[src/rtl/uint_mac_pkg.sv]
// Shared types and default sizes for the unsigned multiply-accumulate block.
package uint_mac_pkg;

    localparam int ACC_W_DEF = 24;
    localparam int LEN_W_DEF = 8;
    localparam int PROD_W    = 17;

    typedef enum logic [1:0] {
        IDLE  = 2'd0,
        ACCUM = 2'd1,
        DONE  = 2'd2
    } state_e;

endpackage

[src/rtl/uint_sat_add.sv]
// W-bit unsigned adder with carry-out; clamps to all-ones on carry when
// UINT_MAC_ACC_SAT_EN is defined, otherwise wraps modulo 2^W.
module uint_sat_add #(
    parameter int W = 24
) (
    input  logic [W-1:0] a_i,
    input  logic [W-1:0] b_i,
    output logic [W-1:0] sum_o,
    output logic         carry_o
);

    logic [W:0] full;

    assign full    = {1'b0, a_i} + {1'b0, b_i};
    assign carry_o = full[W];

`ifdef UINT_MAC_ACC_SAT_EN
    assign sum_o = full[W] ? {W{1'b1}} : full[W-1:0];
`else
    assign sum_o = full[W-1:0];
`endif

endmodule

[src/rtl/uint_mac_acc.sv]
// Length-framed accumulator of 17-bit unsigned products with sticky overflow.
// Saturating accumulation is selected with the UINT_MAC_ACC_SAT_EN macro.
module uint_mac_acc
    import uint_mac_pkg::*;
#(
    parameter int ACC_W = ACC_W_DEF,
    parameter int LEN_W = LEN_W_DEF
) (
    input  logic              clk,
    input  logic              rst,
    input  logic              start,
    input  logic [LEN_W-1:0]  len,
    input  logic [PROD_W-1:0] product_in,
    input  logic              in_valid,
    output logic              in_ready,
    output logic [ACC_W-1:0]  acc_out,
    output logic              ovf,
    output logic              out_valid,
    input  logic              out_ready
);

    state_e             state_q, state_d;
    logic [ACC_W-1:0]   acc_q, acc_d;
    logic [LEN_W-1:0]   cnt_q, cnt_d;
    logic               ovf_q, ovf_d;

    logic [ACC_W-1:0]   add_sum;
    logic               add_carry;

    uint_sat_add #(.W(ACC_W)) u_add (
        .a_i     (acc_q),
        .b_i     (ACC_W'(product_in)),
        .sum_o   (add_sum),
        .carry_o (add_carry)
    );

    always_comb begin
        state_d = state_q;
        acc_d   = acc_q;
        cnt_d   = cnt_q;
        ovf_d   = ovf_q;
        case (state_q)
            IDLE: begin
                if (start) begin
                    acc_d = '0;
                    ovf_d = 1'b0;
                    if (len == '0) begin
                        state_d = DONE;
                    end else begin
                        cnt_d   = len;
                        state_d = ACCUM;
                    end
                end
            end
            ACCUM: begin
                // in_ready is high throughout ACCUM, so in_valid alone marks a beat
                if (in_valid) begin
                    acc_d = add_sum;
                    ovf_d = ovf_q | add_carry;
                    cnt_d = cnt_q - LEN_W'(1);
                    if (cnt_q == LEN_W'(1)) begin
                        state_d = DONE;
                    end
                end
            end
            DONE: begin
                if (out_ready) begin
                    state_d = IDLE;
                end
            end
            default: state_d = IDLE;
        endcase
    end

    always_ff @(posedge clk) begin
        if (rst) begin
            state_q <= IDLE;
            acc_q   <= '0;
            cnt_q   <= '0;
            ovf_q   <= 1'b0;
        end else begin
            state_q <= state_d;
            acc_q   <= acc_d;
            cnt_q   <= cnt_d;
            ovf_q   <= ovf_d;
        end
    end

    assign in_ready  = (state_q == ACCUM);
    assign out_valid = (state_q == DONE);
    assign acc_out   = acc_q;
    assign ovf       = ovf_q;

endmodule

[config.mk]
export PLATFORM = sky130hd
export DESIGN_NAME = uint_mac_acc
export DESIGN_NICKNAME = d
export VERILOG_FILES = /design/src/rtl/uint_mac_pkg.sv /design/src/rtl/uint_sat_add.sv /design/src/rtl/uint_mac_acc.sv
export SDC_FILE = /design/constraint.sdc
export NUM_CORES = 1
export LEC_CHECK = 0
export ABC_AREA = 1
export BUFFER_PORTS_ARGS = -buffer_cell sky130_fd_sc_hd__clkbuf_2
export CORE_AREA = 8 8 91 93
export DETAILED_ROUTE_END_ITERATION = 10
export DIE_AREA = 0 0 99 101
export PLACE_DENSITY_LB_ADDON = 0.15
export SKIP_LAST_GASP = 1
export SLEW_MARGIN = 25
export SYNTH_ARGS = -nofsm -noshare
export SYNTH_HDL_FRONTEND = slang
export SYNTH_SLANG_ARGS = --single-unit
[constraint.sdc]
create_clock -name clk -period 1.7 [get_ports clk]
set_input_delay 0.255 -clock clk [delete_from_list [all_inputs] [get_ports clk]]
set_output_delay 0.255 -clock clk [all_outputs]
set_load 0.005 [all_outputs]
* Word-level counts from Yosys, hierarchy flattened
Index checks and enable logic that the tools add are counted.
Cells by class: add/subtract/negate cells 2, equality and inequality tests 8, muxes and demuxes 16, bitwise operators 1, reductions and logical operators 6
Operators with widths (number):
- $mux W24 | 2
- $pmux W24 S2 | 1
- $add A24 B17 Y25 | 1
- $mux W8 | 3
- $pmux W8 S2 | 1
- $mux W2 | 5
- $eq A8 B1 Y1 const B | 1
- $logic_not A8 Y1 | 1
- $reduce_and A4 Y1 | 2
- $sub A8 B1 Y8 const B | 1
- $ne A2 B2 Y1 const B | 3
- $pmux W2 S3 | 1
- $ne A2 B1 Y1 const B | 2
- $reduce_and A3 Y1 | 1
- $eq A2 B1 Y1 const B | 1
- $eq A2 B2 Y1 const B | 1
- $logic_not A2 Y1 | 1
- $mux W1 | 2
- $pmux W1 S2 | 1
- $reduce_bool A2 Y1 | 1
- $or A1 B1 Y1 | 1
Storage, ports and cells: bits in registers 35, input bits 30, output and inout bits 27, word-level logic and storage cells 37

* Logic depth before layout (Yosys ltp)
Gate-level depths: netlist of run 1.
depth after elaboration 4, depth in mapped cells 12

* Hierarchy
From an unflattened synthesis of run 1, not the netlist that was laid out.
Unflattened totals: cell total of the unflattened synthesis 608, area total of the unflattened synthesis 3497.1 µm²
Modules (own cells, without submodules):
- uint_sat_add | times used 1, cells each 367, area each 1780.5 µm², sequential area each 0.0 µm²
- uint_mac_acc | times used 1, cells each 241, area each 1716.6 µm², sequential area each 700.7 µm²

* Least setup slack after synthesis of run 1
No wires, ideal clock.
path type reg2reg, start reg acc_q[0] (netlist: acc_out[0]), end reg acc_q[8] (netlist: acc_out[8]), data arrival time 1607 ps, required time 1568 ps, setup slack -39 ps, cell stages (with the launch flop) 10, clock period less this slack 1739 ps, cells stage by stage dfxtp_1 -> ha_1 -> fa_1 -> nand2_1 -> nand3_1 -> nand3_1 -> nand2_1 -> or2_2 -> nand3_1 -> a21oi_1
Between the ends: word-level cells in the longest chain between the ends 3
RTL lines:
- start, declared | RTL line uint_mac_acc.sv:23 | logic [ACC_W-1:0] acc_q, acc_d;
- start signal, assigned | RTL line uint_mac_acc.sv:78 | acc_q <= '0;
- start signal, assigned | RTL line uint_mac_acc.sv:83 | acc_q <= acc_d;
- $add A24 B17 Y25 | RTL line uint_sat_add.sv:14 | assign full = {1'b0, a_i} + {1'b0, b_i};
- $mux W24 | RTL line uint_mac_acc.sv:57 | if (in_valid) begin
- $pmux W24 S2 | RTL line uint_mac_acc.sv:42 | case (state_q)
No other way between the ends. The select of a mux whose other input is x is not followed. A chain may end at the register's enable or synchronous reset.

* Worst setup path after layout of run 1
start reg acc_q[0] (netlist: acc_out[0]), end reg acc_q[6] (netlist: acc_out[6])
The elaborated chain is that of the path after synthesis.

==> results of run 1 <==
-- metal layers --
layer  GRT usage  wire, um  up-vias
met3      0.0359       317        8
li1            -         -     1700
met1       0.190      3830     1468
met5           0         0        -
met4      0.0602       104        0
met2       0.322      4410       51
-- repair_timing --
item / in CTS / in global routing
buffers inserted: 1 / 1
resized for setup: 19 / 64
pin swaps: 4 / 14
setup endpoints to repair: 14 / 22
-- where the power goes --
| group | switching [mW] | internal [mW] |
|---|---|---|
| Combinational | 0.483 | 0.360 |
| Sequential | 0.0439 | 0.872 |
| Clock | 0.332 | 0.369 |
-- cell usage after synthesis --
cell type	n	area (sq um)
sky130_fd_sc_hd__buf_6	1	11.3
sky130_fd_sc_hd__nand2_2	2	12.5
sky130_fd_sc_hd__clkbuf_1	3	11.3
sky130_fd_sc_hd__a31oi_1	2	12.5
sky130_fd_sc_hd__ha_1	19	238
sky130_fd_sc_hd__inv_1	60	225
sky130_fd_sc_hd__a22oi_1	1	7.51
sky130_fd_sc_hd__xor2_1	3	26.3
sky130_fd_sc_hd__nor3_1	9	45.0
sky130_fd_sc_hd__a21o_1	1	7.51
sky130_fd_sc_hd__nand2_4	2	22.5
sky130_fd_sc_hd__buf_2	2	10.0
sky130_fd_sc_hd__or2_0	1	6.26
sky130_fd_sc_hd__nor3_4	1	16.3
sky130_fd_sc_hd__xnor2_1	1	8.76
sky130_fd_sc_hd__fa_1	1	20.0
sky130_fd_sc_hd__nand3b_1	6	45.0
sky130_fd_sc_hd__nand3_1	35	175
sky130_fd_sc_hd__inv_4	1	6.26
sky130_fd_sc_hd__o21ai_0	16	80.1
sky130_fd_sc_hd__a21oi_1	47	235
sky130_fd_sc_hd__o2111ai_1	1	8.76
sky130_fd_sc_hd__dfxtp_1	35	701
sky130_fd_sc_hd__inv_2	2	7.51
sky130_fd_sc_hd__or2_2	5	31.3
sky130_fd_sc_hd__nand4_1	2	12.5
sky130_fd_sc_hd__and2_1	3	18.8
sky130_fd_sc_hd__nand2_1	166	623
sky130_fd_sc_hd__nor2_1	41	154
-- critical path: cells and delay by family, from the launching register on --
| family | cells | cell delay (ns) |
|---|---|---|
| simple gates | 4 | 0.53 |
| buf+inv | 1 | 0.16 |
| fa+ha+maj | 2 | 0.54 |
| compound gates | 1 | 0.06 |
| flops | 1 | 0.34 |
-- flip-flops by register name, summed over array words and instances (netlist names) --
| register | flops |
|---|---|
| acc_out | 24 |
| ovf | 1 |
| state_q | 2 |
| cnt_q | 8 |
-- per-stage QoR --
step / utilization / cells / cell area (sq um)
floorplan: - / 469 / 2780
global placement: 0.498 / 644 / 3450
detailed placement: 0.498 / 644 / 3450
CTS: 0.527 / 653 / 3660
global route: 0.573 / 654 / 3980
finish: 0.573 / 654 / 3980
-- area by class of cell --
| type | count | area (sq um) | share of cell area |
|---|---|---|---|
| Multi-Input combinational cell | 365 | 2200 | 0.552 |
| Sequential cell | 35 | 719 | 0.181 |
| Timing Repair Buffer | 101 | 618 | 0.155 |
| Inverter | 63 | 239 | 0.0600 |
| Tap cell | 82 | 103 | 0.0258 |
| Clock buffer | 7 | 96.3 | 0.0242 |
| Clock inverter | 1 | 7.51 | 0.00189 |
-- cells by family after synthesis --
| family | Yosys count | share of synthesized area |
|---|---|---|
| compound gates | 68 | 0.127 |
| fa+ha+maj | 20 | 0.0928 |
| simple gates | 273 | 0.418 |
| buf+inv | 69 | 0.0977 |
| xor+xnor | 4 | 0.0126 |
| flops | 35 | 0.252 |
-- worst paths after layout --
check / to / depth (start not counted)
worst max register to register: acc_out[6]$_SDFFE_PP0P_ / 8
worst max-delay path: acc_out[6]$_SDFFE_PP0P_ / 8
worst min register to register: cnt_q[4]$_SDFFE_PP0P_ / 2
worst min-delay path: cnt_q[3]$_SDFFE_PP0P_ / 3
==> results_tabular.tex, run 1 <==
\begin{tabular}{lr}
\hline
Metric & Value \\
\hline
\multicolumn{2}{l}{\textbf{Clock tree}} \\
H-Tree Depth & 2 \\
Maximum count of clock buffers along a single path & 2 \\
Clock transition at the registers of the reported paths & 0.08 ns \\
Hold bufs inserted after CTS & 0 \\
Clock root buffer master & sky130\_fd\_sc\_hd\_\_clkbuf\_8 \\
Clock Sinks & 35 \\
Num CTS Buffers & 5 \\
Clock network latency to the later pin of the worst-skew pair & 0.29 ns \\
CTS tree & built \\
\multicolumn{2}{l}{\textbf{Timing}} \\
Setup\_tns & -0.0385 ns \\
Slew at the pin closest to its max-slew limit & 0.314 ns \\
Final clock period utilization by the worst path & 1.02 \\
Final Skew & 0.00578 ns \\
Highest Clock Rate & 577 MHz \\
Tmin final & about 1.7 ns \\
Final max-slew violation count & 0 \\
Setup repair after global routing missed its margin & true \\
Final hold slack & approximately 0.22 ns \\
Worst path setup slack after routing & -0.0332 ns \\
Final setup fails & 2 \\
Worst rel slew slack & 0.790 \\
Final-report hold violation count & 0 \\
\multicolumn{2}{l}{\textbf{Setup path}} \\
Source of the critical timing path & acc\_out[0]\$\_SDFFE\_PP0P\_ \\
CP Cell Sequence & ha\_4 > fa\_2 > buf\_4 > nand2\_1 > nand3\_2 > or2\_2 > nand3\_1 > a21oi\_1 \\
Capturing element type of the critical path & flip-flop \\
Cell with the biggest individual delay on the critical path & sky130\_fd\_sc\_hd\_\_fa\_2 \\
Largest fanout of any net on the critical path & 3 \\
CP peak stage delay & approximately 0.38 ns \\
Worst R2R Setup Slack & -0.03 ns \\
Startpoint-to-endpoint class of the critical path & flip-flop to flip-flop \\
Arrival time worst endpoint & 1.91 ns \\
Required time at the endpoint of the critical path & between 1.5 and 2 ns \\
Worst setup SP type & flip-flop \\
R2R Path Start & acc\_out[0]\$\_SDFFE\_PP0P\_ \\
\multicolumn{2}{l}{\textbf{Floorplan}} \\
Core Area & 6940 sq um \\
Total I/O pin count & 57 \\
Std-Cell Rows & 31 \\
Initial Utilization & 0.400 \\
Die Span Y & 101 um \\
Area of the die & 10000 sq um \\
Die X-Extent & 99 um \\
\multicolumn{2}{l}{\textbf{Placement}} \\
Count of input and output buffers & 56 \\
RD Place Congestion & 0.934 \\
Placed wire-length estimate & 6.65 mm \\
Pre-CTS setup slack & -0.155 ns \\
\multicolumn{2}{l}{\textbf{Layout}} \\
Area added between synthesis and finish & 43.3\% \\
Fraction of layout instances using a drive strength above 1 & 0.348 \\
Filler Cell Count & 687 \\
Most used cells in the layout excluding fill and tap cells & sky130\_fd\_sc\_hd\_\_nand2\_1, sky130\_fd\_sc\_hd\_\_inv\_1, sky130\_fd\_sc\_hd\_\_clkbuf\_2 \\
Nets@finish & 621 \\
Commonest non-fill, non-tap cell in the layout & sky130\_fd\_sc\_hd\_\_nand2\_1 \\
Antenna diode instance count & 0 \\
\multicolumn{2}{l}{\textbf{Synth}} \\
Average cell area after synthesis & 5.93 sq um \\
Number of distinct library cells after synthesis & 29 \\
Area of the mapped netlist & 2780 sq um \\
Synthesized Nets & 519 \\
Fraction of the yosys area taken by sequential cells & 0.252 \\
FF+latch count, synth & 35 \\
Number of synthesis warnings & 0 \\
Instance count of the mapped netlist & 469 \\
\multicolumn{2}{l}{\textbf{Route}} \\
Number of DRC markers after the initial detailed-route iteration & roughly 120 \\
Total iterations of the first detailed-routing run & 4 \\
WL final & between 8 and 9 mm \\
Vias per cell & approximately 4.9 \\
Post-route antenna net violation count & 0 \\
WL per Instance & 13.2 um \\
Count of unresolved DRC violations after routing & 0 \\
Detailed-route via count & $\sim$3.2k \\
\multicolumn{2}{l}{\textbf{Global routing}} \\
Total track usage & 0.174 \\
Maximum number of pins on one net before global-route repair & 21 \\
Antenna violations before repair & 0 \\
First-pass GRT wire length & 14.3 mm \\
Gr ovfl total & 0 \\
Vias in the first global route & between 3k and 4k \\
\multicolumn{2}{l}{\textbf{Hold path}} \\
Path class of the lowest-slack min-delay path & primary input to flip-flop \\
Hold Startpoint & len[3] \\
\multicolumn{2}{l}{\textbf{Power}} \\
Worst ir drop on vdd & 0.000344 V \\
Static leakage & between 1.5 and 2 nW \\
Overall power consumption & about 2.5 mW \\
PwrDens & 618 nW/um\^{}2 \\
\multicolumn{2}{l}{\textbf{Run status}} \\
Run status & complete, but fails checks \\
Violations in the final reports & negative setup slack \\
\multicolumn{2}{l}{\textbf{Flow run}} \\
Total of max-cap violations & 0 \\
\hline
\end{tabular}
No activity file was read; power rests on OpenSTA's default activity.
==> run 2, diff against run 1 <==
Settings changed: CAP_MARGIN set to 0, CORE_AREA 8 8 91 93 to 8 8 84 101, DIE_AREA 0 0 99 101 to 0 0 92 109.
==> run 2 against run 1 <==
The flow still finishes with violations (negative setup slack). Utilization decreased by 0.71 points. Critical path depth increased by 2. Final cell count increased by 1.4%. Critical path type unchanged. Combinational power decreased by 1%. Die area increased by 0.29%. Non-clock buffer count increased by 1. First-iteration DRC count decreased by 30%. Sequential power about the same. Global-route usage increased by 0.091 points. Routed wire length increased by 0.66%. Clock skew increased by 0.0033 ns. Setup slack improved by 0.022 ns.
==> results_tabular.tex, run 2 (synthesized netlist as in run 1, its figures left out) <==
\begin{tabular}{lr}
\hline
Metric & Value \\
\hline
\multicolumn{2}{l}{\textbf{Setup path}} \\
Capturing element type of the critical path & flip-flop (unchanged) \\
Source of the critical timing path & acc\_out[0]\$\_SDFFE\_PP0P\_ (unchanged) \\
Worst setup SP type & flip-flop (unchanged) \\
Cell with the biggest individual delay on the critical path & sky130\_fd\_sc\_hd\_\_fa\_2 (unchanged) \\
R2R Path Start & acc\_out[0]\$\_SDFFE\_PP0P\_ (unchanged) \\
Startpoint-to-endpoint class of the critical path & flip-flop to flip-flop (unchanged) \\
CP endpoint & acc\_out[20]\$\_SDFFE\_PP0P\_ (was acc\_out[6]\$\_SDFFE\_PP0P\_) \\
CP peak stage delay & 0.38 ns (about the same) \\
Arrival time worst endpoint & 1.94 ns (was 1.91 ns) \\
R2R Path End & acc\_out[20]\$\_SDFFE\_PP0P\_ (was acc\_out[6]\$\_SDFFE\_PP0P\_) \\
R2R cell count & 10 (was 8) \\
Top Family by Delay on Critical Path & simple AND/OR/NAND/NOR gates (was adder cells) \\
Required time at the endpoint of the critical path & 1.93 ns (was 1.87 ns) \\
Number of buffer and inverter stages on the critical path & 0 (was 1) \\
CP Cell Sequence & ha\_4 > fa\_2 > nand2\_2 > nand3\_2 > and2\_4 > nand3b\_1 > nand3\_2 > nand2\_1 > nand2\_1 > a21oi\_2 (was ha\_4 > fa\_2 > buf\_4 > nand2\_1 > nand3\_2 > or2\_2 > nand3\_1 > a21oi\_1) \\
Depth of the critical timing path with buffers and inverters included & 10 (was 8) \\
Worst R2R Setup Slack & -0.01 ns (was -0.03 ns) \\
Largest fanout of any net on the critical path & 4 (was 3) \\
\multicolumn{2}{l}{\textbf{Route}} \\
Number of DRC markers after the initial detailed-route iteration & 87 (was 124) \\
Vias per cell & 4.81 (was 4.93) \\
WL per Instance & 13.1 um (was 13.2 um) \\
WL final & 8.71 mm (was 8.65 mm) \\
Total iterations of the first detailed-routing run & 4 (unchanged) \\
Count of unresolved DRC violations after routing & 0 (unchanged) \\
Post-route antenna net violation count & 0 (unchanged) \\
Detailed-route via count & 3191 (was 3227) \\
\multicolumn{2}{l}{\textbf{Timing}} \\
Worst path setup slack after routing & -0.0115 ns (was -0.0332 ns) \\
Setup repair after global routing missed its margin & true (unchanged) \\
Worst rel slew slack & 0.743 (was 0.790) \\
Final clock period utilization by the worst path & 1.01 (was 1.02) \\
Highest Clock Rate & 584 MHz (was 577 MHz) \\
Tmin final & 1.71 ns (was 1.73 ns) \\
Final-report hold violation count & 0 (unchanged) \\
Final Skew & 0.00906 ns (was 0.00578 ns) \\
Final setup fails & 2 (unchanged) \\
Slew at the pin closest to its max-slew limit & 0.386 ns (was 0.314 ns) \\
Final max-slew violation count & 0 (unchanged) \\
Setup\_tns & -0.0133 ns (was -0.0385 ns) \\
\multicolumn{2}{l}{\textbf{Floorplan}} \\
Total I/O pin count & 57 (unchanged) \\
Core Area & 6980 sq um (was 6940 sq um) \\
Die X-Extent & 92 um (was 99 um) \\
Std-Cell Rows & 34 (was 31) \\
Initial Utilization & 0.398 (was 0.400) \\
Area of the die & 10000 sq um (about the same) \\
Die Span Y & 109 um (was 101 um) \\
\multicolumn{2}{l}{\textbf{Layout}} \\
Nets@finish & 622 (was 621) \\
Antenna diode instance count & 0 (unchanged) \\
Area added between synthesis and finish & 42.2\% (was 43.3\%) \\
Commonest non-fill, non-tap cell in the layout & sky130\_fd\_sc\_hd\_\_nand2\_1 (unchanged) \\
Filler Cell Count & 704 (was 687) \\
Most used cells in the layout excluding fill and tap cells & sky130\_fd\_sc\_hd\_\_nand2\_1, sky130\_fd\_sc\_hd\_\_inv\_1, sky130\_fd\_sc\_hd\_\_clkbuf\_2 (unchanged) \\
Number of flip-flops under the largest register name & 24 (unchanged) \\
Post-Route Utilization & 0.566 (was 0.573) \\
Fraction of layout instances using a drive strength above 1 & 0.325 (was 0.348) \\
\multicolumn{2}{l}{\textbf{Power}} \\
Sequential fraction of design power & 0.356 (was 0.372) \\
Net switching component of the power & 0.865 mW (was 0.858 mW) \\
Overall power consumption & 2.57 mW (was 2.46 mW) \\
Fraction of power spent switching nets & 0.336 (was 0.349) \\
Internal cell power & 1.71 mW (was 1.60 mW) \\
Static leakage & 1.95 nW (was 1.96 nW) \\
Part of the total power dissipated in combinational logic & 0.324 (was 0.343) \\
Clock share of power & 0.320 (was 0.285) \\
PwrDens & 651 nW/um\^{}2 (was 618 nW/um\^{}2) \\
Worst ir drop on vdd & 0.000485 V (was 0.000344 V) \\
\multicolumn{2}{l}{\textbf{Clock tree}} \\
Maximum count of clock buffers along a single path & 2 (unchanged) \\
H-Tree Depth & 2 (unchanged) \\
Num CTS Buffers & 5 (unchanged) \\
Clock network latency to the later pin of the worst-skew pair & 0.30 ns (was 0.29 ns) \\
Clock Sinks & 35 (unchanged) \\
Hold bufs inserted after CTS & 0 (unchanged) \\
Clock root buffer master & sky130\_fd\_sc\_hd\_\_clkbuf\_8 (unchanged) \\
Clock transition at the registers of the reported paths & 0.09 ns (was 0.08 ns) \\
CTS tree & built (unchanged) \\
\multicolumn{2}{l}{\textbf{Global routing}} \\
Antenna violations before repair & 0 (unchanged) \\
Gr ovfl total & 0 (unchanged) \\
Total track usage & 0.174 (about the same) \\
Vias in the first global route & 3191 (was 3266) \\
Maximum number of pins on one net before global-route repair & 21 (unchanged) \\
First-pass GRT wire length & 14.3 mm (about the same) \\
\multicolumn{2}{l}{\textbf{Flow run}} \\
Total of max-cap violations & 0 (unchanged) \\
\multicolumn{2}{l}{\textbf{Placement}} \\
Count of input and output buffers & 56 (unchanged) \\
Pre-CTS setup slack & -0.129 ns (was -0.155 ns) \\
RD Place Congestion & 0.880 (was 0.934) \\
Placed wire-length estimate & 6.85 mm (was 6.65 mm) \\
\multicolumn{2}{l}{\textbf{Run status}} \\
Run status & complete, but fails checks (unchanged) \\
Violations in the final reports & negative setup slack (unchanged) \\
\multicolumn{2}{l}{\textbf{Hold path}} \\
Path class of the lowest-slack min-delay path & primary input to flip-flop (unchanged) \\
\hline
\end{tabular}
-- run 2: changes by cell type in the layout (fill, tap and decap cells not counted), moves of 2 or more --
cell                      delta
sky130_fd_sc_hd__nand2_2     -2
sky130_fd_sc_hd__nand2_1     +3
sky130_fd_sc_hd__nor3_1      +4
sky130_fd_sc_hd__nor3_2      -3
sky130_fd_sc_hd__dfxtp_1     +7
sky130_fd_sc_hd__dfxtp_2     -6
-- run 2: worst min-delay path by stage --
stage / start / end / cells past startpoint
2_1_floorplan: start / state_q[0]$_SDFFE_PP0P_ / 2
4_1_cts: len[3] / cnt_q[3]$_SDFFE_PP0P_ / 3
5_1_grt: len[3] / cnt_q[3]$_SDFFE_PP0P_ / 3
3_5_place_dp: cnt_q[4]$_SDFFE_PP0P_ / cnt_q[4]$_SDFFE_PP0P_ / 2
6_report: len[3] / cnt_q[3]$_SDFFE_PP0P_ / 3
3_3_place_gp: cnt_q[4]$_SDFFE_PP0P_ / cnt_q[4]$_SDFFE_PP0P_ / 2
-- run 2: area by class of cell --
cell class,count,area (sq um),share of cell area
Clock inverter,2,35.0,0.00887
Inverter,63,239,0.0605
Timing Repair Buffer,102,626,0.158
Sequential cell,35,708,0.179
Tap cell,90,113,0.0285
Clock buffer,6,82.6,0.0209
Multi-Input combinational cell,365,2150,0.544
-- run 2: tightest hold or removal path: stages --
cell                       delay (ns)
sky130_fd_sc_hd__clkbuf_2        0.09
sky130_fd_sc_hd__nand2_1         0.06
sky130_fd_sc_hd__a31oi_1         0.07
-- run 2: stage by stage --
stage               instance area [sq um]  std cells  hold slack [ns]
global route                         3950        663            0.206
CTS                                  3720        662            0.207
detailed placement                   3460        651            0.473
finish                               3950        663            0.216
floorplan                            2780        469            0.398
global placement                     3460        651            0.467
-- run 2: metal layers --
metal | vias to the layer above | wire length [um] | track usage
li1 | 1703 | - | -
met1 | 1434 | 3630 | 0.188
met2 | 46 | 4610 | 0.326
met3 | 8 | 352 | 0.0420
met4 | 0 | 123 | 0.0577
met5 | - | 0 | 0
-- run 2: repair_timing --
| item | 4_1_cts | 5_1_grt |
|---|---|---|
| setup buffers | 3 | 1 |
| pin swaps | 5 | 11 |
| setup endpoints to repair | 18 | 21 |
| resized for setup | 24 | 44 |
| cloned | 0 | 0 |
-- run 2: power by group through the flow --
stage          sequential, mW  clock [mW]  combinational, mW
3_5_place_dp            0.925           0              0.742
4_1_cts                 0.908       0.843              0.776
6_report                0.915       0.823              0.834
2_1_floorplan           0.922           0              0.464
3_3_place_gp            0.923           0              0.734
5_1_grt                 0.920       0.876              0.942
